### config.mk
export PLATFORM = sky130hd
export DESIGN_NAME = prbs_led_ctrl
export DESIGN_NICKNAME = d
export VERILOG_FILES = /design/src/rtl/prbs_led_ctrl.sv
export SDC_FILE = /design/constraint.sdc
export NUM_CORES = 1
export LEC_CHECK = 0
export CORE_ASPECT_RATIO = 0.8
export CORE_MARGIN = 3
export CORE_UTILIZATION = 59
export DETAILED_ROUTE_END_ITERATION = 8
export HOLD_SLACK_MARGIN = 0.06
export PLACE_DENSITY = 0.78
export SLEW_MARGIN = 25
export SYNTH_ARGS = -nofsm -noshare
export SYNTH_HDL_FRONTEND = slang
export SYNTH_SLANG_ARGS = --single-unit
### constraint.sdc
create_clock -name clk -period 2.4 [get_ports clk]
set_input_delay 0.36 -clock clk [delete_from_list [all_inputs] [get_ports clk]]
set_output_delay 0.36 -clock clk [all_outputs]
set_load 0.01 [all_outputs]
### src/rtl/prbs_led_ctrl.sv
// Button-stepped PRBS pattern generator driving an LED bank.
// Each button press cycles OFF -> PRBS7 -> PRBS15 -> PRBS31 -> OFF.
module prbs_led_ctrl #(
    parameter int unsigned DIV_CNT = 20,
    parameter int unsigned LED_W   = 8,
    parameter logic [30:0] SEED    = 31'h0000_0001
) (
    input  logic             clk,
    input  logic             rst_n,
    input  logic             btn,
    output logic [LED_W-1:0] led,
    output logic [1:0]       mode,
    output logic             step
);

    typedef enum logic [1:0] {
        ModeOff    = 2'd0,
        ModePrbs7  = 2'd1,
        ModePrbs15 = 2'd2,
        ModePrbs31 = 2'd3
    } mode_e;

    mode_e              mode_q, mode_d, mode_next;
    logic               btn_q;
    logic               armed_q;
    logic [DIV_CNT-1:0] div_q, div_d;
    logic [30:0]        lfsr_q, lfsr_d;
    logic [30:0]        act_mask;
    logic               step_q, step_d;
    logic [LED_W-1:0]   led_q, led_d;
    logic               press;
    logic               tick;
    logic               fb;

    function automatic logic [30:0] width_mask(input mode_e m);
        logic [30:0] msk;
        msk = '0;
        case (m)
            ModePrbs7:  msk = 31'h0000_007F;
            ModePrbs15: msk = 31'h0000_7FFF;
            ModePrbs31: msk = 31'h7FFF_FFFF;
            default:    msk = '0;
        endcase
        return msk;
    endfunction

    // Seed loaded when entering a mode; an all-zero masked seed would lock the LFSR.
    function automatic logic [30:0] seed_for(input mode_e m);
        logic [30:0] s;
        if (m == ModeOff) begin
            s = SEED;
        end else begin
            s = SEED & width_mask(m);
            if (s == '0) begin
                s = 31'h0000_0001;
            end
        end
        return s;
    endfunction

    // armed_q blocks a press on the first edge after reset release, so a
    // button held through reset must be released before it counts.
    assign press = btn & ~btn_q & armed_q;
    assign tick  = (div_q == '1) && (mode_q != ModeOff);

    assign act_mask = width_mask(mode_q);

    always_comb begin
        fb = 1'b0;
        case (mode_q)
            ModePrbs7:  fb = lfsr_q[6] ^ lfsr_q[5];
            ModePrbs15: fb = lfsr_q[14] ^ lfsr_q[13];
            ModePrbs31: fb = lfsr_q[30] ^ lfsr_q[27];
            default:    fb = 1'b0;
        endcase
    end

    always_comb begin
        mode_next = ModeOff;
        case (mode_q)
            ModeOff:    mode_next = ModePrbs7;
            ModePrbs7:  mode_next = ModePrbs15;
            ModePrbs15: mode_next = ModePrbs31;
            ModePrbs31: mode_next = ModeOff;
            default:    mode_next = ModeOff;
        endcase
    end

    always_comb begin
        mode_d = mode_q;
        div_d  = div_q;
        lfsr_d = lfsr_q;
        step_d = 1'b0;
        led_d  = '0;

        if (press) begin
            mode_d = mode_next;
            div_d  = '0;
            lfsr_d = seed_for(mode_next);
        end else begin
            if (mode_q == ModeOff) begin
                div_d = '0;
            end else begin
                div_d = div_q + DIV_CNT'(1);
            end
            if (tick) begin
                step_d = 1'b1;
                if ((lfsr_q & act_mask) == '0) begin
                    lfsr_d = seed_for(mode_q);
                end else begin
                    lfsr_d = {lfsr_q[29:0], fb} & act_mask;
                end
            end
        end

        if (mode_q != ModeOff) begin
            led_d = lfsr_q[LED_W-1:0];
        end
    end

    always_ff @(posedge clk or negedge rst_n) begin
        if (!rst_n) begin
            mode_q  <= ModeOff;
            btn_q   <= 1'b0;
            armed_q <= 1'b0;
            div_q   <= '0;
            lfsr_q  <= SEED;
            step_q  <= 1'b0;
            led_q   <= '0;
        end else begin
            mode_q  <= mode_d;
            btn_q   <= btn;
            armed_q <= 1'b1;
            div_q   <= div_d;
            lfsr_q  <= lfsr_d;
            step_q  <= step_d;
            led_q   <= led_d;
        end
    end

    assign led  = led_q;
    assign mode = mode_q;
    assign step = step_q;

endmodule

==> out/metrics.cfg <==
[global_routing]
overflow = 0
grt_max_degree = 65
grt_busiest_layer = met2
grt_pass1_vias = 1894
met1_usage_pct = 28.1
gr-usage-met2_pct = 31.2
antenna_found_initial = 0
grt.total_usage_pct = 20.9
met3_usage_pct = 7.10
grt_pass1_wl_mm = 9.11

[clock_network]
insertion_delay_ns = 0.34
cts_buffer_depth = 2
post_cts_resized = 0
root_buffer = clkbuf_8
postCtsSetupBuffers = 0
cts_tree = built
cts_buffers = 9
hold_buffers = 1
cts_num_sinks = 64
clkTransAtPathRegs_ns = 0.07
htreeDepth = 3

[synthesis]
synth.most_common_cell = dfrtp_1
yosys_register_bits = 64
yosys_most_used_dff = dfrtp_1
syn-cell-area_um2 = 2870
ys_top_cells_by_count = 63 x dfrtp_1, 44 x nand2_1, 31 x a21oi_1, 31 x nand3_1, 24 x nor2_1
synth-edff-count = 0
yosys.area.top_type = dfrtp_1
synth_area_per_cell_um2 = 9.85
synth.top_cell.area_share_pct = 55.0
postSynth.asyncResetShare_pct = 100
synth-seq-area-share_pct = 55.9
synth_cell_types = 33
synth_cells = 291
synthTopCellsByArea = dfrtp_1 55%, nand2_1 5.8%, a21oi_1 5.4%, nand3_1 5.4%, xnor2_1 3.7%
syn-num-nets = 299
yosys_warnings = 0

[power_and_ir_drop]
combPwrFrac_pct = 16.0
clkPwrFrac_pct = 36.8
switching_share_pct = 27.8
ir_drop_v = 0.000557
power_leakage_nw = 1.44
switchingPower_w = 0.000696
p_total_w = 0.00250
p_per_area_nw_per_um2 = 766
p_int_w = 0.00180
seq_power_share_pct = 47.1

[layout]
diodes = 0
nFillCells = 349
final_util_pct = 70.6
layout.cells.non_filler = 373
syn_to_final_growth_pct = 13.8
drive_above_1_share_pct = 9.27
nNetsFinal = 316

[worst_setup_path]
cp_max_fo = 25
crit_slowest_cell = dfrtp_1
startpoint_type = flop
path_cells = and4_4 -> nand4_4 -> nand4bb_1 -> buf_4 -> nand2_1 -> a21oi_1
slowest_delay_ns = 0.43
path_class = reg2reg
cp_top_family = simple AND/OR/NAND/NOR gates
arrival_ns = 2.10
crit_required_ns = 2.61
cp-end-kind = flop
critical_path_buf_inv_count = 1

[placement]
port_buffers = 13
dp_cells = 356
dp_hpwl_mm = 3.40
gp_congestion = 0.796
dp_slack_ns = 0.519

[timing]
fin_crit_sh_pct = 78.9
fin_tns_setup_ns = 0
fmax_mhz = 528
fin_skew_ns = 0.00762
grt_setup_unrepaired = no
slew_violations = 0
setup_viol = 0
fin_ws_ns = 0.507
hold_violations = 0
post-route-min-period_ns = 1.89

[flow_run]
drv_cap = 0

[die]
rows = 22
core_um2 = 4620
die_x_um = 83.9
io_pins = 14
initial_core_util_pct = 62.0
die-area_um2 = 5740
die_y_um = 68.4

[outcome]
run_status = complete, no violations

[hold_path]
hold_path_class = reg2reg

[routing]
drc = 0
drt_iter0_drc = 175
postRouteAntennaNets = 0
routed_via_density = 5.59
wire_per_inst_um = 14.5
vias = 2084
wl_mm = 5.41
firstDrtPassIters = 4

cells in the final DEF, fill, tap and decap left out, types with 6 or more instances in the layout:
cell type        instances
xnor2_1                 12
nor2_1                  23
nor3_1                   8
nand3_1                 31
nand2_1                 44
xor2_1                   9
buf_4                    6
dfrtp_1                 63
a21oi_1                 31
clkdlybuf4s50_1         12
clkbuf_8                11
nor2b_1                 10
nor4_1                   8
worst reg2reg max path, delay by kind of cell (launching register included):
kind                   cells  cell delay [ns]
and+or+nand+nor            4             0.95
DFF                        1             0.43
buffers and inverters      1             0.33
AOI/OAI and AO/OA          1             0.06
metrics by stage:
| stage | cell area (um^2) | hold WS (ns) |
|---|---|---|
| 6_report | 3260 | 0.474 |
| 5_1_grt | 3260 | 0.503 |
| 4_1_cts | 3260 | 0.478 |
| 3_5_place_dp | 3050 | 0.401 |
| 3_3_place_gp | 3050 | 0.394 |
| 2_1_floorplan | 2870 | 0.0644 |
logic make-up after synthesis:
logic type,after synthesis,synth area share (%)
simple gates,143,25.1
compound gates,38,6.89
other cells,1,0.131
xor+xnor,21,6.41
buf+inv,19,3.36
flops,64,55.9
fa+ha+maj,5,2.18
routing by layer:
| layer | vias to the layer above | wire, um |
|---|---|---|
| li1 | 1028 | - |
| met1 | 1001 | 2640 |
| met2 | 51 | 2470 |
| met3 | 4 | 258 |
| met4 | 0 | 48 |
| met5 | - | 0 |
path summary, 6_finish.rpt:
kind,start,endpoint,slack (ns),cells past startpoint
hold reg to reg,btn_q$_DFF_PN0_,lfsr_q[0]$_DFFE_PN1P_,0.47,1
max in group asynchronous,rst_n,lfsr_q[0]$_DFFE_PN1P_,1.55,3
min in group asynchronous,rst_n,lfsr_q[2]$_DFFE_PN0P_,0.56,3
setup / recovery,div_q[5]$_DFF_PN0_,lfsr_q[16]$_DFFE_PN0P_,0.51,6
hold / removal,btn_q$_DFF_PN0_,lfsr_q[0]$_DFFE_PN1P_,0.47,1
setup reg to reg,div_q[5]$_DFF_PN0_,lfsr_q[16]$_DFFE_PN0P_,0.51,6
registers in the layout, summed over array words and instances, names as in the netlist:
name     flops
led          8
step         1
armed_q      1
div_q       20
btn_q        1
mode         2
lfsr_q      31
layout make-up:
class                           instances  area, um^2  share of cell area (%)
Sequential cell                        64        1600                    49.1
Timing Repair Buffer                   21         200                    6.13
Clock buffer                           13         159                    4.87
Inverter                                4        15.0                   0.460
Tap cell                               60        75.1                    2.30
Clock inverter                          3        40.0                    1.23
Multi-Input combinational cell        208        1170                    35.9
power groups by stage:
| stage | Sequential (W) | Clock [W] | Combinational [W] |
|---|---|---|---|
| global placement | 0.00119 | 0 | 0.000400 |
| CTS | 0.00118 | 0.000947 | 0.000407 |
| global route | 0.00118 | 0.000999 | 0.000445 |
| detailed placement | 0.00120 | 0 | 0.000404 |
| finish | 0.00118 | 0.000920 | 0.000401 |
| floorplan | 0.00120 | 0 | 0.000243 |
Note: power is estimated with default switching activity, not from simulation.
